File: src/rtl/round_enum_pkg.sv
// Shared types for the FP multiplier back end: rounding modes, status bit
// positions and the per-operand special-value class.
package round_enum_pkg;

  typedef enum logic [2:0] {
    IEEE_near = 3'd0,
    IEEE_zero = 3'd1,
    IEEE_pinf = 3'd2,
    IEEE_ninf = 3'd3,
    near_up   = 3'd4,
    away_zero = 3'd5
  } round_values;

  localparam int ST_ZERO      = 0;
  localparam int ST_INF       = 1;
  localparam int ST_NAN       = 2;
  localparam int ST_TINY      = 3;
  localparam int ST_HUGE      = 4;
  localparam int ST_INEXACT   = 5;
  localparam int ST_DENORM_IN = 6;
  localparam int ST_INVALID   = 7;

  typedef struct packed {
    logic isnan;
    logic isinf;
    logic iszero;
    logic isdenorm;
  } fp_class_t;

endpackage

File: src/rtl/exception_mult_fp_classify.sv
// Combinational special-value classification of one single-precision operand
// (sign bit excluded). Denormals report as zero and are also flagged.
module fp_classify
  import round_enum_pkg::*;
(
  input  logic [30:0] op,
  output fp_class_t   cls
);

  logic [7:0]  exp_f;
  logic [22:0] man_f;

  always_comb begin
    exp_f        = op[30:23];
    man_f        = op[22:0];
    cls.isnan    = (exp_f == 8'hFF) && (man_f != 23'h0);
    cls.isinf    = (exp_f == 8'hFF) && (man_f == 23'h0);
    cls.iszero   = (exp_f == 8'h00);
    cls.isdenorm = (exp_f == 8'h00) && (man_f != 23'h0);
  end

endmodule

File: src/rtl/exception_mult.sv
// Final multiplier stage: classify (stage 1) then pack result + status (stage 2).
// Optional sticky status accumulator enabled by defining STICKY_FLAGS_EN.
module exception_mult
  import round_enum_pkg::*;
#(
  parameter int          BIAS = 127,
  parameter logic [31:0] QNAN = 32'h7FC0_0000
) (
  input  logic              clk,
  input  logic              rst,
  input  logic              in_valid,
  output logic              in_ready,
  input  logic [31:0]       a,
  input  logic [31:0]       b,
  input  logic [25:0]       rounding_result,
  input  logic [9:0]        round_exponent,
  input  logic              sign,
  input  round_values       round,
  output logic              out_valid,
  input  logic              out_ready,
  output logic [31:0]       z,
  output logic [7:0]        status,
  input  logic              clr_flags,
  output logic [7:0]        flags_acc
);

  localparam logic signed [9:0] EXP_MAX = 10'(2 * BIAS + 1);

  // Handshake: a beat moves on a rising edge when valid & ready are both high.
  // A stage loads whenever it is empty or its content leaves the same edge, so
  // ready ripples back combinationally and a full pipe streams 1 beat/cycle.
  logic s2_advance;

  fp_class_t   cls_a, cls_b;
  logic        s1_valid_q, s1_valid_d;
  fp_class_t   cls_a_q, cls_a_d, cls_b_q, cls_b_d;
  logic        e_hi_q, e_hi_d, e_lo_q, e_lo_d;
  logic        exact_q, exact_d, sign_q, sign_d;
  logic [22:0] man_q, man_d;
  logic [7:0]  exp_q, exp_d;
  round_values round_q, round_d;

  logic        out_valid_q, out_valid_d;
  logic [31:0] z_q, z_d, z_n;
  logic [7:0]  status_q, status_d, st_n;

  logic        unused_bits;
  assign unused_bits = ^{a[31], b[31], rounding_result[24:23]};

  fp_classify u_cls_a (.op(a[30:0]), .cls(cls_a));
  fp_classify u_cls_b (.op(b[30:0]), .cls(cls_b));

  assign s2_advance = ~out_valid_q | out_ready;
  assign in_ready   = ~s1_valid_q | s2_advance;
  assign out_valid  = out_valid_q;
  assign z          = z_q;
  assign status     = status_q;

  // Stage 1: capture operands classes and the overflow/underflow decision.
  always_comb begin
    s1_valid_d = s1_valid_q;
    cls_a_d    = cls_a_q;
    cls_b_d    = cls_b_q;
    e_hi_d     = e_hi_q;
    e_lo_d     = e_lo_q;
    exact_d    = exact_q;
    man_d      = man_q;
    exp_d      = exp_q;
    sign_d     = sign_q;
    round_d    = round_q;
    if (in_ready) begin
      s1_valid_d = in_valid;
      if (in_valid) begin
        cls_a_d = cls_a;
        cls_b_d = cls_b;
        e_hi_d  = $signed(round_exponent) >= EXP_MAX;
        e_lo_d  = $signed(round_exponent) <= 10'sd0;
        exact_d = rounding_result[25];
        man_d   = rounding_result[22:0];
        exp_d   = round_exponent[7:0];
        sign_d  = sign;
        round_d = round;
      end
    end
  end

  always_ff @(posedge clk) begin
    if (rst) begin
      s1_valid_q <= 1'b0;
      cls_a_q    <= '0;
      cls_b_q    <= '0;
      e_hi_q     <= 1'b0;
      e_lo_q     <= 1'b0;
      exact_q    <= 1'b0;
      man_q      <= '0;
      exp_q      <= '0;
      sign_q     <= 1'b0;
      round_q    <= IEEE_near;
    end else begin
      s1_valid_q <= s1_valid_d;
      cls_a_q    <= cls_a_d;
      cls_b_q    <= cls_b_d;
      e_hi_q     <= e_hi_d;
      e_lo_q     <= e_lo_d;
      exact_q    <= exact_d;
      man_q      <= man_d;
      exp_q      <= exp_d;
      sign_q     <= sign_d;
      round_q    <= round_d;
    end
  end

  // Stage 2 pack: first matching rule wins, NaN/invalid highest.
  always_comb begin
    z_n               = {sign_q, exp_q, man_q};
    st_n              = '0;
    st_n[ST_DENORM_IN] = cls_a_q.isdenorm | cls_b_q.isdenorm;
    if (cls_a_q.isnan | cls_b_q.isnan |
        (cls_a_q.isinf & cls_b_q.iszero) | (cls_a_q.iszero & cls_b_q.isinf)) begin
      z_n              = QNAN;
      st_n[ST_NAN]     = 1'b1;
      st_n[ST_INVALID] = (cls_a_q.isinf & cls_b_q.iszero) |
                         (cls_a_q.iszero & cls_b_q.isinf);
    end else if (cls_a_q.isinf | cls_b_q.isinf) begin
      z_n          = {sign_q, 8'hFF, 23'h0};
      st_n[ST_INF] = 1'b1;
    end else if (cls_a_q.iszero | cls_b_q.iszero) begin
      z_n           = {sign_q, 31'h0};
      st_n[ST_ZERO] = 1'b1;
    end else if (e_hi_q) begin
      st_n[ST_HUGE]    = 1'b1;
      st_n[ST_INEXACT] = 1'b1;
      case (round_q)
        IEEE_zero: z_n = {sign_q, 8'hFE, 23'h7FFFFF};
        IEEE_pinf: z_n = sign_q ? {1'b1, 8'hFE, 23'h7FFFFF} : {1'b0, 8'hFF, 23'h0};
        IEEE_ninf: z_n = sign_q ? {1'b1, 8'hFF, 23'h0} : {1'b0, 8'hFE, 23'h7FFFFF};
        default:   z_n = {sign_q, 8'hFF, 23'h0};
      endcase
    end else if (e_lo_q) begin
      z_n              = {sign_q, 31'h0};
      st_n[ST_TINY]    = 1'b1;
      st_n[ST_ZERO]    = 1'b1;
      st_n[ST_INEXACT] = 1'b1;
    end else begin
      st_n[ST_INEXACT] = ~exact_q;
    end
  end

  always_comb begin
    out_valid_d = out_valid_q;
    z_d         = z_q;
    status_d    = status_q;
    if (s2_advance) begin
      out_valid_d = s1_valid_q;
      if (s1_valid_q) begin
        z_d      = z_n;
        status_d = st_n;
      end
    end
  end

  always_ff @(posedge clk) begin
    if (rst) begin
      out_valid_q <= 1'b0;
      z_q         <= '0;
      status_q    <= '0;
    end else begin
      out_valid_q <= out_valid_d;
      z_q         <= z_d;
      status_q    <= status_d;
    end
  end

`ifdef STICKY_FLAGS_EN
  logic [7:0] flags_acc_q, flags_acc_d;

  // A clear in the same cycle as a handshake discards that beat's flags.
  always_comb begin
    flags_acc_d = flags_acc_q;
    if (clr_flags)
      flags_acc_d = '0;
    else if (out_valid_q & out_ready)
      flags_acc_d = flags_acc_q | status_q;
  end

  always_ff @(posedge clk) begin
    if (rst) flags_acc_q <= '0;
    else     flags_acc_q <= flags_acc_d;
  end

  assign flags_acc = flags_acc_q;
`else
  logic unused_clr;
  assign unused_clr = clr_flags;
  assign flags_acc  = '0;
`endif

endmodule

File: config.mk
export PLATFORM = sky130hd
export DESIGN_NAME = exception_mult
export DESIGN_NICKNAME = d
export VERILOG_FILES = /design/src/rtl/round_enum_pkg.sv /design/src/rtl/exception_mult_fp_classify.sv /design/src/rtl/exception_mult.sv
export SDC_FILE = /design/constraint.sdc
export NUM_CORES = 1
export LEC_CHECK = 0
export CORE_MARGIN = 1.5
export CORE_UTILIZATION = 45
export DETAILED_ROUTE_END_ITERATION = 16
export GPL_TIMING_DRIVEN = 0
export PLACE_DENSITY = 0.93
export SLEW_MARGIN = 20
export SYNTH_ARGS = -nofsm -noshare
export SYNTH_HDL_FRONTEND = slang
export SYNTH_SLANG_ARGS = --single-unit
File: constraint.sdc
create_clock -name clk -period 4.7 [get_ports clk]
set_clock_uncertainty 0.15 [all_clocks]
set_input_delay 0.94 -clock clk [delete_from_list [all_inputs] [get_ports clk]]
set_output_delay 0.94 -clock clk [all_outputs]
set_load 0.03 [all_outputs]
==> impl_metrics.csv, run 1 <==
group,metric,value,unit
layout,finish.utilization,69.5,%
clock_tree,cts_hold_buffers,0,
detailed_routing,via_per_inst,5.33,
power_and_ir_drop,p_per_area,303,mW/mm²
timing,worst_slew_pin_slew,811,ps
layout,final_common_cell,"clkdlybuf4s50_1",
timing,max_freq,0.296,GHz
run,maxCapViolCount,0,
floorplan,coreArea,0.00769,mm²
synth,synth_cell_types,40,
setup_path,crit_required,3610,ps
floorplan,dieHeight,91.8,µm
layout,stdcell_count,687,
grt,grt_overflow,0,
floorplan,initial_utilization,46.1,%
clock_tree,cts_buffers,9,
place,hpwl,8.21,mm
layout,multi_input_area,0.00160,mm²
layout,syn_to_final_growth,50.7,%
grt,antenna_found_initial,0,
grt,grt_use_total,25.9,%
layout,final_cell_mix,"clkdlybuf4s50_1 (144), dfxtp_1 (88), nand2_1 (86)",
layout,seq_area,0.00176,mm²
setup_path,endpoint_kind,"output pin",
clock_tree,root_buffer,"clkbuf_8",
setup_path,critPathKind,"in2out",
clock_tree,h-tree-depth,3,
power_and_ir_drop,leakagePower,1.92,nW
power_and_ir_drop,finalPower,1.62,mW
grt,grt_pass1_vias,3586,
timing,finalSetupTns,0,ps
detailed_routing,wl_per_cell,15.6,µm
clock_tree,clkTransAtPathRegs,90,ps
synth,synth_async_sr_flop_share,0,%
status,status,"finished, final reports clean",
floorplan,die_area,0.00842,mm²
hold_path,hold_path_class,"reg2reg",
layout,nets,689,
synth,synthFlopType,"dfxtp_1",
clock_tree,clock_path_buffers,2,
place,portBuffers,144,
detailed_routing,vias,3659,
synth,synthesis.area,0.00355,mm²
floorplan,io_pins,159,
clock_tree,clkLatencyLatePin,350,ps
synth,synth.ff_latch_count,88,
clock_tree,postCtsSetupBuffers,0,
timing,rsz0062_at_grt,"false",
layout,fill_cells,626,
layout,drive_gt1_share,7.35,%
timing,whs,305,ps
floorplan,rows,32,
power_and_ir_drop,ir_worst_vdd,212,µV
detailed_routing,antenna_left,0,
timing,slew_headroom,45.5,%
timing,fin_crit_sh,72.0,%
grt,grt_pass1_wl,17.2,mm
detailed_routing,firstDrtPassIters,5,
setup_path,arrival,2290,ps
synth,postSynthAreaPerCell,8.49,µm²
grt,grt_max_degree,17,
setup_path,cp-start-kind,"input port",
synth,synthCells,418,
setup_path,worstPathMaxFanout,3,
place,dp_cells,671,
clock_tree,postCtsResizedCells,0,
timing,hold_viol_final,0,
clock_tree,clock-sinks,88,
floorplan,die_x,91.8,µm
detailed_routing,drt_wl_total,10.7,mm
detailed_routing,route.detailed.drc,0,
timing,slew_viol_final,0,
clock_tree,cts_tree,"built",
layout,diodes,0,
detailed_routing,drt_first_iter_violations,184,
synth,synth_warnings,0,
synth,synth-seq-area-share,49.7,%
synth,synth-edff-count,0,
timing,finalCriticalPeriod,3380,ps
timing,final-setup-viol-count,0,
place,gp_congestion,0.868,
==> critical path, stage by stage <==
cell and delay (ps):
clkdlybuf4s50_1 490, nand3b_1 170, clkdlybuf4s50_1 690
==> cell usage after synthesis, types with 3 or more instances <==
cell	count	area (µm²)
nand3_1	7	35.0
nor2b_1	3	18.8
nor3_1	6	30.0
buf_2	10	50.1
clkbuf_1	15	56.3
dfxtp_1	88	1760
buf_4	9	67.6
a22o_1	5	43.8
nand2_1	86	323
inv_1	5	18.8
o21ai_0	8	40.0
a211oi_1	8	60.1
a21oi_1	68	340
nor2_1	22	82.6
nor4_1	17	106
o2bb2ai_1	22	193
nand4_1	8	50.1
a32oi_1	3	26.3
==> flip-flops by register name (all words and copies together), names as in the netlist, 3 cells and up <==
| name | flops |
|---|---|
| status | 8 |
| cls_a_q | 4 |
| exp_q | 8 |
| man_q | 23 |
| round_q | 3 |
| z | 32 |
| cls_b_q | 4 |
==> final timing paths <==
| path | endpoint | slack, ps | cells past startpoint | start |
|---|---|---|---|---|
| min reg2reg | exp_q[5]$_SDFFE_PP0P_ | 310 | 2 | exp_q[5]$_SDFFE_PP0P_ |
| max | in_ready | 1320 | 3 | out_ready |
| max reg2reg | z[27]$_SDFFE_PP0P_ | 2760 | 5 | e_hi_q$_SDFFE_PP0P_ |
| min | exp_q[5]$_SDFFE_PP0P_ | 310 | 2 | exp_q[5]$_SDFFE_PP0P_ |
==> cells by family (layout without fill, tap and decap cells) <==
kind of cell	count (synthesis)	count (layout)	synth area share, %
buffers and inverters	41	201	6.07
AO/OA/AOI/OAI	127	127	22.8
flip-flops	88	88	49.7
other	1	8	0.106
AND/OR/NAND/NOR	161	161	21.3
==> power breakdown <==
| group | total [mW] | switching (mW) | internal (mW) | leakage (nW) |
|---|---|---|---|---|
| clock network | 0.533 | 0.282 | 0.251 | 0.101 |
| logic | 0.287 | 0.142 | 0.144 | 1.10 |
| registers | 0.799 | 0.0202 | 0.779 | 0.720 |
==> per-stage QoR <==
stage               instance area (µm²)  setup WS, ps
CTS                                5340          1320
floorplan                          3570          2320
finish                             5340          1320
detailed placement                 5140          1330
global placement                   5140          1340
global route                       5340          1260
==> cell type report <==
| type | instances | share of cell area [%] |
|---|---|---|
| multi-input cells | 296 | 29.9 |
| inverters | 5 | 0.351 |
| repair buffers | 144 | 27.0 |
| clock buffers | 9 | 2.32 |
| plain buffers | 36 | 3.68 |
| clock inverters | 7 | 1.45 |
| well taps | 102 | 2.39 |
| flip-flops and latches | 88 | 33.0 |
==> per-layer routing <==
layer  share of wire, %  up-vias  global-route usage (%)  wire, µm
li1                   -     1797                       -         -
met1                 42     1717                    31.1      4500
met2                 50      117                    44.4      5380
met3                4.7       28                    4.98       501
met4                3.0        0                    12.3       326
met5                  0        -                       0         0
No activity file was read; power rests on OpenSTA's default activity.
==> inputs of run 2 (changes only) <==
CORE_UTILIZATION = 38   (was 45)
PLACE_DENSITY = 0.84   (was 0.93)
clock period = 2.85 ns   (was 4.7 ns; I/O delays follow)
==> impl_metrics.csv, run 2 (synthesized netlist as in run 1, its figures left out) <==
group,metric,value,unit
status,status,"finished, final reports clean",
setup_path,cp.depth,3,
grt,grt_overflow,0,
detailed_routing,wl_per_cell,14.9,µm
clock_tree,postCtsSetupBuffers,0,
clock_tree,postCtsResizedCells,0,
setup_path,r2r-start,"e_hi_q$_SDFFE_PP0P_",
timing,final-setup-viol-count,0,
grt,grt_pass1_vias,3814,
clock_tree,clock-sinks,88,
grt,antenna_found_initial,0,
timing,fin_crit_sh,93.0,%
floorplan,dieHeight,99.6,µm
clock_tree,root_buffer,"clkbuf_8",
setup_path,critPathMaxStageDelay,690,ps
setup_path,worstPathMaxFanout,3,
detailed_routing,via_per_inst,5.30,
clock_tree,cts_tree,"built",
setup_path,cp_num_buf_inv,2,
layout,nets,689,
floorplan,rows,35,
place,postPlaceCellArea,0.00515,mm²
detailed_routing,drt_wl_total,10.4,mm
layout,fin_area,0.00532,mm²
power_and_ir_drop,leakagePower,1.91,nW
place,dp_cells,680,
timing,hold_viol_final,0,
timing,finalCriticalPeriod,2650,ps
floorplan,coreArea,0.00915,mm²
detailed_routing,firstDrtPassIters,6,
clock_tree,cts_hold_buffers,0,
floorplan,die_area,0.00992,mm²
layout,largest_register_ffs,32,
floorplan,die_x,99.6,µm
layout,drive_gt1_share,6.84,%
power_and_ir_drop,ir_worst_vdd,258,µV
setup_path,arrival,1930,ps
grt,grt_pass1_wl,17.4,mm
setup_path,r2r_slack,1000,ps
place,hpwl,8.06,mm
setup_path,crit_chain,"clkdlybuf4s50_1, nand3b_1, clkdlybuf4s50_1",
setup_path,crit_required,2130,ps
timing,worst_slew_pin_slew,778,ps
floorplan,io_pins,159,
timing,rsz0062_at_grt,"false",
clock_tree,clock_path_buffers,2,
detailed_routing,drt_first_iter_violations,149,
timing,max_freq,0.377,GHz
layout,fill_cells,767,
place,gp_congestion,0.891,
layout,final_common_cell,"clkdlybuf4s50_1",
detailed_routing,route.detailed.drc,0,
setup_path,r2r-end,"z[24]$_SDFFE_PP0P_",
layout,finish.utilization,58.1,%
power_and_ir_drop,p_per_area,477,mW/mm²
place,portBuffers,144,
setup_path,cp_common_cell,"clkdlybuf4s50_1",
clock_tree,cts_buffers,9,
clock_tree,clkLatencyLatePin,350,ps
layout,syn_to_final_growth,50.0,%
detailed_routing,antenna_left,0,
hold_path,hold_path_class,"reg2reg",
timing,slew_viol_final,0,
setup_path,r2r_cells,5,
detailed_routing,vias,3688,
clock_tree,clkTransAtPathRegs,80,ps
setup_path,critPathKind,"in2out",
setup_path,crit_family,"buffers and inverters",
setup_path,slowest_stage,"clkdlybuf4s50_1",
layout,diodes,0,
setup_path,endpoint_kind,"output pin",
setup_path,crit_end,"in_ready",
clock_tree,h-tree-depth,3,
run,maxCapViolCount,0,
hold_path,min_from,"man_q[11]$_SDFFE_PP0P_",
floorplan,initial_utilization,38.8,%
timing,slew_headroom,47.7,%
setup_path,cp-start-kind,"input port",
layout,final_cell_mix,"clkdlybuf4s50_1 (144), dfxtp_1 (88), nand2_1 (86)",
timing,finalSetupTns,0,ps
layout,stdcell_count,696,
grt,grt_max_degree,14,
grt,grt_use_total,21.6,%
setup_path,crit_start,"out_ready",
-- run 2: cell count changes in the layout (fill, tap and decap cells not counted), sizes merged --
cell and delta:
bufinv -1, inv -3, clkbuf +4
-- run 2: how the worst min path moves through the flow --
stage | end | cells past startpoint
final | man_q[11]$_SDFFE_PP0P_ | 2
after global routing | exp_q[6]$_SDFFE_PP0P_ | 2
after CTS | exp_q[6]$_SDFFE_PP0P_ | 2
after detailed placement | exp_q[1]$_SDFFE_PP0P_ | 2
after global placement | exp_q[6]$_SDFFE_PP0P_ | 2
after floorplan | exp_q[1]$_SDFFE_PP0P_ | 2
-- run 2: worst reg2reg max path: stages (launching register included) --
cell	delay [ps]
dfxtp_1	310
buf_4	140
nor2b_1	70
nor3_1	600
o21ai_0	250
a211oi_1	260
-- run 2: area by class of cell --
type / count / area [µm²] / share of cell area [%]
inverter: 5 / 18.8 / 0.353
sequential: 88 / 1760 / 33.1
timing repair buffer: 144 / 1440 / 27.1
buffer: 36 / 196 / 3.69
tap: 111 / 139 / 2.61
multi-input combinational: 296 / 1600 / 30.0
clock inverter: 3 / 17.5 / 0.329
clock buffer: 13 / 149 / 2.80
-- run 2: metrics by stage --
stage / hold WS, ps / setup WS, ps / total power, mW
after global routing: 319 / 168 / 2.65
after detailed placement: 293 / 220 / 1.81
after global placement: 290 / 232 / 1.80
after CTS: 305 / 210 / 2.55
final: 308 / 199 / 2.54
after floorplan: 283 / 1050 / 1.56
-- run 2: power by group --
part	total [mW]	internal [mW]	leakage [nW]	switching, mW
Sequential	1.32	1.28	0.720	0.0331
Clock	0.750	0.339	0.0834	0.410
Combinational	0.471	0.238	1.10	0.233
-- run 2: layer usage --
layer  share of wire (%)  up-vias  global-route usage, %  routed length (µm)
met5                   0        -                      0                   0
met4                 2.6        0                   10.9                 268
met3                 5.1       25                   3.58                 533
met2                  50      133                   38.0                5170
met1                  42     1729                   25.5                4410
li1                    -     1801                      -                   -
